File: src/rtl/cpu_pkg.sv
// cpu_pkg: shared miniRV encodings and the hazard shadow-slot type
package cpu_pkg;
    localparam int REG_AW = 5;
    localparam logic [1:0] FWD_RF  = 2'b00;
    localparam logic [1:0] FWD_EX  = 2'b01;
    localparam logic [1:0] FWD_MEM = 2'b10;
    localparam logic [1:0] FWD_WB  = 2'b11;
    localparam logic [1:0] WD_SEL_ALU  = 2'b00;
    localparam logic [1:0] WD_SEL_LOAD = 2'b01;
    localparam logic [1:0] WD_SEL_PC4  = 2'b10;
    localparam logic [1:0] WD_SEL_IMM  = 2'b11;
    typedef struct packed {
        logic              wen;
        logic [REG_AW-1:0] rd;
        logic              is_load;
    } slot_t;
    function automatic logic slot_hit(input slot_t s, input logic [REG_AW-1:0] rs);
        return s.wen && (s.rd == rs);
    endfunction
endpackage

File: src/rtl/hazard_fwd_sel.sv
// hazard_fwd_sel: per-operand forwarding priority mux, EX > MEM > WB > RF
module hazard_fwd_sel
    import cpu_pkg::*;
(
    input  logic       m_ex,
    input  logic       m_mem,
    input  logic       m_wb,
    output logic [1:0] sel
);
    assign sel = m_ex ? FWD_EX : m_mem ? FWD_MEM : m_wb ? FWD_WB : FWD_RF;
endmodule

File: src/rtl/hazard_unit.sv
// hazard_unit: stall/flush/forward control for the 5-stage miniRV pipeline
// HAZARD_FWD_EN enables operand forwarding; otherwise any in-flight RAW stalls.
module hazard_unit
    import cpu_pkg::*;
(
    input  logic              clk,
    input  logic              rst,
    input  logic [REG_AW-1:0] id_rs1,
    input  logic [REG_AW-1:0] id_rs2,
    input  logic              id_re1,
    input  logic              id_re2,
    input  logic [REG_AW-1:0] id_rd,
    input  logic              id_rf_we,
    input  logic [1:0]        id_wd_sel,
    input  logic              ex_redirect,
    output logic              stall_pc,
    output logic              stall_if_id,
    output logic              flush_if_id,
    output logic              flush_id_ex,
    output logic [1:0]        fwd_a,
    output logic [1:0]        fwd_b
);
    slot_t      id_slot, slot_ex, slot_mem, slot_wb;
    logic [2:0] m1, m2;
    logic       load_use, hazard, unused_wb_load;
    logic [1:0] sel_a, sel_b;

    assign id_slot = '{wen: id_rf_we && (id_rd != '0), rd: id_rd, is_load: id_wd_sel == WD_SEL_LOAD};

    always_ff @(posedge clk) begin
        if (rst) begin
            slot_ex  <= '0;
            slot_mem <= '0;
            slot_wb  <= '0;
        end else begin
            slot_ex  <= flush_id_ex ? '0 : id_slot;
            slot_mem <= slot_ex;
            slot_wb  <= slot_mem;
        end
    end

    // match vectors ordered {EX, MEM, WB}
    assign m1 = (id_re1 && id_rs1 != '0) ?
        {slot_hit(slot_ex, id_rs1), slot_hit(slot_mem, id_rs1), slot_hit(slot_wb, id_rs1)} : 3'b000;
    assign m2 = (id_re2 && id_rs2 != '0) ?
        {slot_hit(slot_ex, id_rs2), slot_hit(slot_mem, id_rs2), slot_hit(slot_wb, id_rs2)} : 3'b000;
    assign load_use = slot_ex.is_load && (m1[2] || m2[2]);
    assign unused_wb_load = slot_wb.is_load;

`ifdef HAZARD_FWD_EN
    assign hazard = load_use;
    hazard_fwd_sel u_fwd_a (
        .m_ex  (m1[2] && !slot_ex.is_load),
        .m_mem (m1[1]),
        .m_wb  (m1[0]),
        .sel   (sel_a)
    );
    hazard_fwd_sel u_fwd_b (
        .m_ex  (m2[2] && !slot_ex.is_load),
        .m_mem (m2[1]),
        .m_wb  (m2[0]),
        .sel   (sel_b)
    );
`else
    // RF is not write-through, so a writer still in WB must be waited out
    assign hazard = load_use || (|{m1, m2});
    assign sel_a  = FWD_RF;
    assign sel_b  = FWD_RF;
`endif

    assign flush_if_id = !rst && ex_redirect;
    assign flush_id_ex = !rst && (ex_redirect || hazard);
    assign stall_pc    = !rst && !ex_redirect && hazard;
    assign stall_if_id = stall_pc;
    assign fwd_a       = rst ? FWD_RF : sel_a;
    assign fwd_b       = rst ? FWD_RF : sel_b;
endmodule

File: config.mk
export PLATFORM = sky130hd
export DESIGN_NAME = hazard_unit
export DESIGN_NICKNAME = d
export VERILOG_FILES = /design/src/rtl/cpu_pkg.sv /design/src/rtl/hazard_fwd_sel.sv /design/src/rtl/hazard_unit.sv
export SDC_FILE = /design/constraint.sdc
export NUM_CORES = 1
export LEC_CHECK = 0
export ABC_CLOCK_PERIOD_IN_PS = 1800
export CELL_PAD_IN_SITES_DETAIL_PLACEMENT = 0
export CELL_PAD_IN_SITES_GLOBAL_PLACEMENT = 2
export CORE_UTILIZATION = 27
export CTS_BUF_LIST = sky130_fd_sc_hd__clkbuf_4 sky130_fd_sc_hd__clkbuf_8
export DETAILED_ROUTE_END_ITERATION = 7
export PLACE_DENSITY = 0.84
export SKIP_LAST_GASP = 1
export SLEW_MARGIN = 20
export SYNTH_ARGS = -nofsm -noshare
export SYNTH_HDL_FRONTEND = slang
export SYNTH_SLANG_ARGS = --single-unit
export TNS_END_PERCENT = 100
File: constraint.sdc
create_clock -name clk -period 1.8 [get_ports clk]
set_input_delay 0.27 -clock clk [delete_from_list [all_inputs] [get_ports clk]]
set_output_delay 0.27 -clock clk [all_outputs]
set_load 0.1 [all_outputs]
======== After elaboration in Yosys (flattened, before gate mapping) ========
Cells that the tools add are included.
storage, ports and cells
  output and inout port bits .............. 8
  word-level logic and storage cells ...... 40
  bits of input ports ..................... 23
  register bits ........................... 19
operators by class
  eq/ne operators ......................... 7
  mux-type cells .......................... 2
  reductions and logical operators ........ 24
operators with widths
  kind                  number
  $eq A5 B5 Y1          6
  $reduce_bool A5 Y1    3
  $logic_and A1 B1 Y1   14
  $mux W3               2
  $reduce_or A6 Y1      1
  $logic_or A1 B1 Y1    3
  $eq A2 B1 Y1 const B  1
  $logic_not A1 Y1      2
  $reduce_or A2 Y1      1

======== Depth between registers and ports, before layout ========
Gate-level depths: netlist of run 1.
  depth after elaboration ................. 9
  mapped depth ............................ 7
  depth with buffers taken out ............ 6

======== Worst setup path before layout of run 1 ========
Ideal clock, no wire load.
  path type ............................... reg-to-output
  start ................................... reg slot_ex[5] (netlist bit)
  end ..................................... out stall_pc
  stages on the path, launching flop included .. 8
  path slack .............................. -2.216 ns
  buffers on the path ..................... 1
  required time ........................... 1.530 ns
  arrival time ............................ 3.746 ns
  path through ............................ dfxtp_1 -> xor2_1 -> nor4_1 -> nand3_1 -> a31oi_1 -> nor2_2 -> nor3_1 -> buf_4
on the way
  cells in the longest elaborated chain, start to end .. 7
  elaborated cells on any way between the ends .. 11
  classes of those cells .................. 2 x eq/ne; 2 x mux; 7 x reduce/logical
RTL lines
  what                                                                      line               source
  start: declaration                                                        hazard_unit.sv:23  slot_t id_slot, slot_ex, slot_mem, slot_wb;
  start signal: assignment                                                  hazard_unit.sv:36  slot_ex <= flush_id_ex ? '0 : id_slot;
  parallel branches: the longest is 5 deep, another holds $reduce_or A6 Y1  --
  $logic_or A1 B1 Y1 (*)                                                    hazard_unit.sv:66  assign hazard = load_use || (|{m1, m2});
  $logic_and A1 B1 Y1 (*)                                                   hazard_unit.sv:73  assign stall_pc = !rst && !ex_redirect && hazard;
  end: declaration                                                          hazard_unit.sv:16  output logic stall_pc,
Every way passes the cells marked *.

======== Worst setup path after layout of run 1 ========
  start ................................... reg slot_ex[1] (netlist bit)
  end ..................................... out stall_pc
Same word-level chain as after synthesis.

==> results of run 1 <==
stage by stage:
step | hold WS, ns | utilization (%) | std cells
after floorplan | 0.342 | - | 100
after global placement | 0.485 | 43.5 | 177
after detailed placement | 0.493 | 43.5 | 177
after CTS | 0.510 | 44.4 | 181
after global routing | 0.510 | 45.1 | 181
final | 0.501 | 45.1 | 181
worst paths after layout:
path	to	slack, ns
worst max-delay path	stall_pc	-0.41
worst min-delay path	slot_mem[5]$_SDFF_PP0_	0.50
worst max register to register	slot_ex[3]$_SDFF_PP0_	0.15
worst min register to register	slot_mem[5]$_SDFF_PP0_	0.50
routing by layer:
| metal | up-vias | part of all wire (%) | GRT usage (%) |
|---|---|---|---|
| met3 | 0 | 5.0 | 3.20 |
| met5 | - | 0 | 0 |
| li1 | 405 | - | - |
| met2 | 27 | 50 | 24.3 |
| met4 | 0 | 0 | 4.87 |
| met1 | 341 | 45 | 15.1 |
where the power goes:
| part | switching (µW) | leakage (µW) | total (µW) | internal [µW] |
|---|---|---|---|---|
| clock | 111 | 0.0000138 | 189 | 77.6 |
| combinational | 120 | 0.000447 | 216 | 95.5 |
| sequential | 10.3 | 0.000148 | 420 | 410 |
sequential cells by signal (all words and copies together) (netlist names):
register / flops
slot_ex: 6
slot_mem: 6
slot_wb: 6
layout by cell type, fill, tap and decap left out:
cell	netlist	routed
conb_1	1	4
clkdlybuf4s15_2	0	1
dlygate4sd2_1	0	6
xnor2_1	6	6
dfxtp_1	18	14
xor2_1	24	24
dfxtp_2	0	4
clkdlybuf4s15_1	0	1
nor2b_2	0	1
nor3_4	0	1
buf_2	0	2
o21bai_2	0	1
and3_2	5	5
buf_6	0	2
nor2_2	1	1
buf_4	5	14
o21ai_2	0	1
buf_12	0	4
nand3_1	6	6
o21ai_1	2	1
or4_1	3	2
a31oi_2	0	2
clkbuf_4	0	3
clkdlybuf4s50_1	0	10
nor2b_1	13	12
o2111a_1	1	1
nor2_1	1	1
nor4_2	0	1
or4_4	0	1
nor4_1	6	5
repair_timing:
item,4_1_cts,5_1_grt
setup endpoints to repair,9,8
hold buffers,0,0
cloned,0,0
pin swaps,10,1
setup buffers,1,0
gates resized for setup,24,4
layout make-up:
type	instances	area, µm²
Clock buffer	3	22.5
Timing Repair Buffer	40	392
Multi-Input combinational cell	76	587
Sequential cell	18	365
Fill cell	344	1730
Tap cell	44	55.1
worst max-delay path, delay by kind of cell (launching register included):
kind	cells	cell delay, ns
simple gates	4	0.72
flops	1	0.34
buf+inv	1	0.22
compound gates	1	0.19
xor+xnor	1	0.18
logic make-up after synthesis:
kind of cell	after synthesis	synth area share (%)
XOR/XNOR	30	28.1
other	1	0.402
flip-flops	18	38.6
AO/OA/AOI/OAI	6	4.42
AND/OR/NAND/NOR	36	24.0
buffers and inverters	6	4.42
==> impl_metrics.ini, run 1 <==
[cells_and_area]
diodes = 0
final_area_um2 = 1420
fin_nets = 162
syn_to_final_growth_pct = 52.3
final_layout_size_suffix_gt1_share_pct = 32.1

[critical_path]
required_ns = 1.53
cp-startpoint = slot_ex[1]$_SDFF_PP0_
cp_slowest_stage_delay_ns = 0.34
worst-setup-path-type = flip-flop to output port
endpoint_kind = output port
critPathMaxFanout = 3
cp-start-kind = flip-flop
r2r_start = slot_ex[1]$_SDFF_PP0_
cp_data_arrival_time_ns = 1.94
reg2regPathDepth = 7
critical_path.cell_chain = xor2_1, nor4_1, nand3_1, a31oi_2, nor2_2, nor3_4, buf_12
critPathSlowestCell = dfxtp_1

[hold_path]
hold_class = flip-flop to flip-flop
hold_depth = 1
min-delay-start = slot_ex[5]$_SDFF_PP0_

[clock_tree]
cts_sinks = 18
clkLatencyLatePin_ns = 0.28
cts-root-buf = clkbuf_4
cts_buffers = 3
clk_path_buf_depth = 2
cts_tree = done
clk_pin_slew_ns = 0.10
h-tree-depth = 1

[drt]
routed_wl_um = 2230
wl_per_cell_um = 12.3
viasPerCell = 4.27
drtIter0Drc = 12
drtPass1Iterations = 4
drt_drc_violations_left = 0
ant_nets = 0
vias = 773

[placed_design]
port_buffers = 24
dp_hpwl_um = 1880
placed_area_um2 = 1370
dpl_worst_slack_ns = -0.715
gp_congestion = 0.874

[timing]
period_minus_slack_ns = 2.21
finalCritPeriodShare_pct = 123
layout_setup_ws_ns = -0.408
skew_ns = 0.00543
drv_slew = 0
fin_tns_setup_ns = -1.19
final_hold_viol_count = 0
rsz0062_at_grt = true
final-setup-viol-count = 3
fmax_mhz = 453

[synth]
synth_cell_types = 18
synth_edf_count = 0
yosys-top-cells-area = dfxtp_1 39%, xor2_1 23%, nor2b_1 8.7%, xnor2_1 5.6%, and3_2 4.0%
ys_async_sr_fraction_pct = 0
synth.most_common_cell = xor2_1
synthCells = 97
yosys.area.top_type = dfxtp_1
synth.avg_cell_area_um2 = 9.62
syn_area_um2 = 933
ys_ff_latch = 18
synthFlopType = dfxtp_1
synth_commonest_cells = 24 x xor2_1, 18 x dfxtp_1, 13 x nor2b_1
synth_top_area_share_pct = 38.6
ys_seq_area_share_pct = 38.6
yosysWarnings = 0

[global_routing]
grt_max_degree = 10
grt_overflow_total = 0
grt_use_total_pct = 13.4
grt_pass1_vias = 809
antenna_found_initial = 0
grt_pass1_wl_um = 3510

[pwr]
p_leak_uw = 0.000609
p_total_uw = 825
ir_worst_vdd_uv = 254
power_density_nw_per_um2 = 580

[floorplanning]
core_um2 = 3150
die_h_um = 60.8
dieArea_um2 = 3700
dieWidth_um = 60.8
start_util_pct = 29.6
ioPinCount = 31
rows = 20

[status]
violations = setup timing
outcome = finished with violations

[flow_run]
maxCapViolCount = 0
No activity file was read; power rests on OpenSTA's default activity.
==> inputs of run 2 (changes only) <==
--- a/config.mk
+++ b/config.mk
@@ -8,10 +8,12 @@
 export ABC_CLOCK_PERIOD_IN_PS = 1800
 export CELL_PAD_IN_SITES_DETAIL_PLACEMENT = 0
 export CELL_PAD_IN_SITES_GLOBAL_PLACEMENT = 2
+export CORE_MARGIN = 1
 export CORE_UTILIZATION = 27
 export CTS_BUF_LIST = sky130_fd_sc_hd__clkbuf_4 sky130_fd_sc_hd__clkbuf_8
 export DETAILED_ROUTE_END_ITERATION = 7
 export PLACE_DENSITY = 0.84
+export SETUP_SLACK_MARGIN = 0.2
 export SKIP_LAST_GASP = 1
 export SLEW_MARGIN = 20
 export SYNTH_ARGS = -nofsm -noshare
==> run 2 against run 1 <==
Effect of this change:
- clock power about the same
- the flow still finishes with violations (setup timing)
- final cell count unchanged
- flip-flop and latch count stayed put
- global-route usage is the same
- count of clock-buffer cells in the layout did not move
- non-clock buffer count stayed put
- largest power group unchanged
- critical path type unchanged
- worst setup slack is essentially flat
- critical path depth is the same
- power barely moved
- via count rose by 0.13%
- wire length is essentially flat
- utilization increased by 0.079 points
==> impl_metrics.ini, run 2 (synthesized netlist as in run 1, its figures left out) <==
[status]
outcome = finished with violations
violations = setup timing

[critical_path]
r2r_start = slot_ex[1]$_SDFF_PP0_
worst-setup-path-type = flip-flop to output port
critPathMaxFanout = 3
rrSetupSlack_ns = 0.15
r2r-end = slot_ex[3]$_SDFF_PP0_
reg2regPathDepth = 7
required_ns = 1.53
cp-start-kind = flip-flop
endpoint_kind = output port
cp_data_arrival_time_ns = 1.94

[cells_and_area]
final_area_um2 = 1420
diodes = 0
layout_commonest_cell = xor2_1
fin_nets = 162
final_layout_size_suffix_gt1_share_pct = 32.1
final_cell_mix = 24 x xor2_1, 14 x buf_4, 14 x dfxtp_1
syn_to_final_growth_pct = 52.5
biggestRegsByFlops = slot_ex (6), slot_mem (6), slot_wb (6)

[floorplanning]
rows = 20
dieWidth_um = 60.8
ioPinCount = 31
dieArea_um2 = 3700
die_h_um = 60.8
start_util_pct = 29.6
core_um2 = 3150

[clock_tree]
clk_pin_slew_ns = 0.10
clkLatencyLatePin_ns = 0.28
cts-root-buf = clkbuf_4
cts_buffers = 3
h-tree-depth = 1
cts_tree = done
cts_hold_buf = 0
clk_path_buf_depth = 2
cts_sinks = 18

[drt]
vias = 774
routed_wl_um = 2220
wl_per_cell_um = 12.3
drtIter0Drc = 12
drt_drc_violations_left = 0
ant_nets = 0
viasPerCell = 4.28
drtPass1Iterations = 4

[global_routing]
grt_max_degree = 10
grt_overflow_total = 0
grt_pass1_vias = 809
antenna_found_initial = 0
grt_pass1_wl_um = 3510
grt_use_total_pct = 13.4

[pwr]
power_density_nw_per_um2 = 579
p_leak_uw = 0.000618
ir_worst_vdd_uv = 254

[timing]
final-setup-viol-count = 3
skew_ns = 0.00541
finalCritPeriodShare_pct = 123
fin_tns_setup_ns = -1.19
period_minus_slack_ns = 2.21
drv_slew = 0
final_hold_viol_count = 0
fmax_mhz = 453
rsz0062_at_grt = true
layout_setup_ws_ns = -0.408

[placed_design]
placed_area_um2 = 1370
dp_hpwl_um = 1880
dpl_worst_slack_ns = -0.715
gp_congestion = 0.874
port_buffers = 24

[hold_path]
holdPathEnd = slot_mem[5]$_SDFF_PP0_
min-delay-start = slot_ex[5]$_SDFF_PP0_
hold_depth = 1
hold_class = flip-flop to flip-flop

[flow_run]
maxCapViolCount = 0
[run 2: where the power goes]
group / total, µW / internal [µW] / leakage (µW) / switching [µW]
logic: 215 / 95.3 / 0.000456 / 120
clock network: 189 / 77.6 / 0.0000138 / 111
registers: 420 / 410 / 0.000148 / 10.3
total: 825 / 583 / 0.000618 / 242
[run 2: timing repair]
action                                  CTS  global route
buffers inserted                          1             0
endpoints found under the setup margin    9            10
gates resized for setup                  24             5
pin swaps                                10             1
[run 2: worst max-delay path by stage]
stage,to,startpoint,depth (start not counted),slack [ns]
finish,stall_pc,slot_ex[1]$_SDFF_PP0_,7,-0.41
CTS,stall_pc,slot_mem[5]$_SDFF_PP0_,7,-0.45
floorplan,stall_pc,slot_mem[2]$_SDFF_PP0_,7,-0.69
global route,stall_pc,slot_mem[5]$_SDFF_PP0_,7,-0.56
detailed placement,stall_pc,id_rs1[2],8,-0.71
global placement,flush_id_ex,id_rs2[1],8,-0.70
[run 2: layout make-up]
class                      instances  area (µm²)
clock buffer                       3        22.5
sequential                        18         365
timing repair buffer              40         394
tap                               44        55.1
fill                             344        1730
multi-input combinational         76         587
[run 2: worst max-delay path: stages (launching register included)]
cell,delay [ns]
dfxtp_1,0.34
xor2_1,0.18
nor4_1,0.27
nand3_1,0.13
a31oi_2,0.19
nor2_2,0.09
nor3_4,0.23
buf_12,0.22
[run 2: per-layer routing]
metal	wire (µm)	vias up	share of wire (%)	GRT usage [%]
met5	0	-	0	0
met3	112	0	5.0	3.20
met1	998	342	45	15.1
met2	1110	27	50	24.3
li1	-	405	-	-
met4	0	0	0	4.87
[run 2: through the flow]
step | utilization, % | instances | hold slack, ns | total power, µW
finish | 45.2 | 181 | 0.501 | 825
global route | 45.2 | 181 | 0.507 | 874
CTS | 44.4 | 181 | 0.510 | 831
detailed placement | 43.5 | 177 | 0.493 | 646
global placement | 43.5 | 177 | 0.485 | 644
floorplan | - | 100 | 0.342 | 546
==> inputs of run 3 (changes only) <==
--- a/config.mk
+++ b/config.mk
@@ -5,14 +5,14 @@
 export SDC_FILE = /design/constraint.sdc
 export NUM_CORES = 1
 export LEC_CHECK = 0
-export ABC_CLOCK_PERIOD_IN_PS = 1800
+export ABC_CLOCK_PERIOD_IN_PS = 1900
 export CELL_PAD_IN_SITES_DETAIL_PLACEMENT = 0
 export CELL_PAD_IN_SITES_GLOBAL_PLACEMENT = 2
 export CORE_MARGIN = 1
-export CORE_UTILIZATION = 27
+export CORE_UTILIZATION = 25
 export CTS_BUF_LIST = sky130_fd_sc_hd__clkbuf_4 sky130_fd_sc_hd__clkbuf_8
 export DETAILED_ROUTE_END_ITERATION = 7
-export PLACE_DENSITY = 0.84
+export PLACE_DENSITY = 0.82
 export SETUP_SLACK_MARGIN = 0.2
 export SKIP_LAST_GASP = 1
 export SLEW_MARGIN = 20
==> constraint.sdc (replaced) <==
create_clock -name clk -period 1.9 [get_ports clk]
set_input_delay 0.285 -clock clk [delete_from_list [all_inputs] [get_ports clk]]
set_output_delay 0.285 -clock clk [all_outputs]
set_load 0.1 [all_outputs]
==> run 3 against run 2 <==
Effect of this change:
- first-iteration DRC count down 42%
- clock power up 37%
- register-to-register slack better by 0.02 ns
- critical path depth rose by 1
- the flow still finishes with violations (setup timing)
- design area is 2.5% higher
- largest power group unchanged
- die area rose by 7.7%
- critical endpoint is now stall_if_id
- largest cell class unchanged
- critical path type is now input port to output port
- combinational power is 4% lower
- via count grew 0.26%
- count of clock-buffer cells in the layout stayed put
- flip-flop and latch count unchanged
- sequential share of layout area fell by 0.72 points
==> impl_metrics.ini, run 3 (synthesized netlist as in run 1, its figures left out) <==
[status]
outcome = finished with violations
violations = setup timing

[critical_path]
rrSetupSlack_ns = 0.17
cp_slowest_stage_delay_ns = 0.30
required_ns = 1.62
critPathSlowestCell = dlygate4sd2_1
reg2regPathDepth = 8
endpoint_kind = output port
critPathMaxFanout = 4
cp_data_arrival_time_ns = 1.91
worst-setup-path-type = input port to output port
critical_path.cell_chain = dlygate4sd2_1, xor2_1, nor4_2, nand3_1, a31oi_4, nor2_4, nor3_4, buf_12
cp-start-kind = input port
r2r-end = slot_ex[3]$_SDFF_PP0_
r2r_start = slot_ex[3]$_SDFF_PP0_

[clock_tree]
cts-root-buf = clkbuf_8
clk_path_buf_depth = 2
h-tree-depth = 1
cts_buffers = 3
clkLatencyLatePin_ns = 0.25
cts_hold_buf = 0
cts_sinks = 18
cts_tree = done
clk_pin_slew_ns = 0.06

[placed_design]
gp_congestion = 0.806
dpl_worst_slack_ns = -0.614
dpl.cell_count = 176
dp_hpwl_um = 1830
placed_area_um2 = 1350
port_buffers = 24

[cells_and_area]
syn_to_final_growth_pct = 56.4
final_cells = 180
final_core_util_pct = 42.1
layout_commonest_cell = xor2_1
final_layout_size_suffix_gt1_share_pct = 34.3
diodes = 0
biggestRegsByFlops = slot_ex (6), slot_mem (6), slot_wb (6)
final_cell_mix = 24 x xor2_1, 15 x dfxtp_1, 12 x nor2b_1
fin_nets = 159
fill_cells = 363
final_area_um2 = 1460

[timing]
skew_ns = 0.00400
finalCritPeriodShare_pct = 116
period_minus_slack_ns = 2.19
fin_tns_setup_ns = -0.801
fmax_mhz = 456
final_hold_viol_count = 0
drv_slew = 0
layout_setup_ws_ns = -0.295
final-setup-viol-count = 3
rsz0062_at_grt = true

[pwr]
internal_power_uw = 621
p_sw_uw = 243
power_density_nw_per_um2 = 592
power_frac_comb_pct = 23.9
ir_worst_vdd_uv = 253
pwr-share-clk_pct = 30.0
netSwitchingFraction_pct = 28.1
seqPwrFrac_pct = 46.1
p_leak_uw = 0.000600

[drt]
viasPerCell = 4.31
drt_drc_violations_left = 0
ant_nets = 0
vias = 776
drtIter0Drc = 7
drtPass1Iterations = 3
routed_wl_um = 2150
wl_per_cell_um = 11.9

[floorplanning]
start_util_pct = 26.9
ioPinCount = 31
dieArea_um2 = 3980
die_h_um = 63.1
dieWidth_um = 63.1
rows = 21
core_um2 = 3470

[global_routing]
grt_use_total_pct = 11.5
grt_pass1_vias = 827
grt_pass1_wl_um = 3510
grt_max_degree = 14
antenna_found_initial = 0
grt_overflow_total = 0

[flow_run]
maxCapViolCount = 0

[hold_path]
hold_class = flip-flop to flip-flop
hold_depth = 1
holdPathEnd = slot_mem[3]$_SDFF_PP0_
min-delay-start = slot_ex[3]$_SDFF_PP0_
==> run 3: cell count changes in the layout (fill, tap and decap cells not counted), moves of 2 or more <==
cell	delta
and3_2	-5
buf_4	-4
clkbuf_8	+3
clkbuf_4	-3
buf_6	+2
and3_4	+5
dlygate4sd2_1	-4
==> run 3: layer usage <==
| layer | GRT usage, % | share of wire, % | vias up |
|---|---|---|---|
| met1 | 13.5 | 45 | 346 |
| met4 | 4.36 | 1.1 | 0 |
| met5 | 0 | 0 | - |
| met2 | 19.8 | 48 | 28 |
| met3 | 3.08 | 6.1 | 3 |
| li1 | - | - | 399 |
==> run 3: power groups by stage <==
stage,logic (µW),clock network [µW],registers [µW]
final,207,259,398
after global routing,220,280,399
after CTS,200,263,398
after detailed placement,201,0,407
after global placement,200,0,407
after floorplan,113,0,405
==> run 3: worst max-delay path by stage <==
stage / slack [ns] / end / from / depth (start not counted)
after floorplan: -0.61 / stall_pc / slot_mem[2]$_SDFF_PP0_ / 7
after global placement: -0.62 / stall_pc / id_rs1[4] / 8
after detailed placement: -0.61 / stall_pc / id_rs1[4] / 8
after CTS: -0.29 / stall_pc / slot_ex[3]$_SDFF_PP0_ / 7
after global routing: -0.47 / stall_pc / slot_ex[3]$_SDFF_PP0_ / 7
final: -0.29 / stall_if_id / id_rs1[4] / 8
==> run 3: cell type report <==
class,instances,area [µm²],area share (%)
multi-input cells,76,627,42.9
flip-flops and latches,18,364,24.9
repair buffers,37,370,25.4
clock buffers,3,41.3,2.83
well taps,46,57.6,3.94
==> run 3: per-stage QoR <==
stage	hold slack, ns	total power [µW]
2_1_floorplan	0.357	518
6_report	0.497	864
5_1_grt	0.509	899
3_5_place_dp	0.487	608
4_1_cts	0.499	861
3_3_place_gp	0.485	607
==> run 3: repair_timing <==
item                                    4_1_cts  5_1_grt
hold endpoints to repair                      0        0
resized for setup                            35       14
endpoints found under the setup margin        9        9
setup buffers                                 0        1
pin swaps                                    13        6
==> run 3: worst max-delay path: cells and delay by family <==
| kind | cells | cell delay (ns) |
|---|---|---|
| compound gates | 1 | 0.24 |
| xor+xnor | 1 | 0.19 |
| simple gates | 4 | 0.67 |
| buf+inv | 2 | 0.51 |
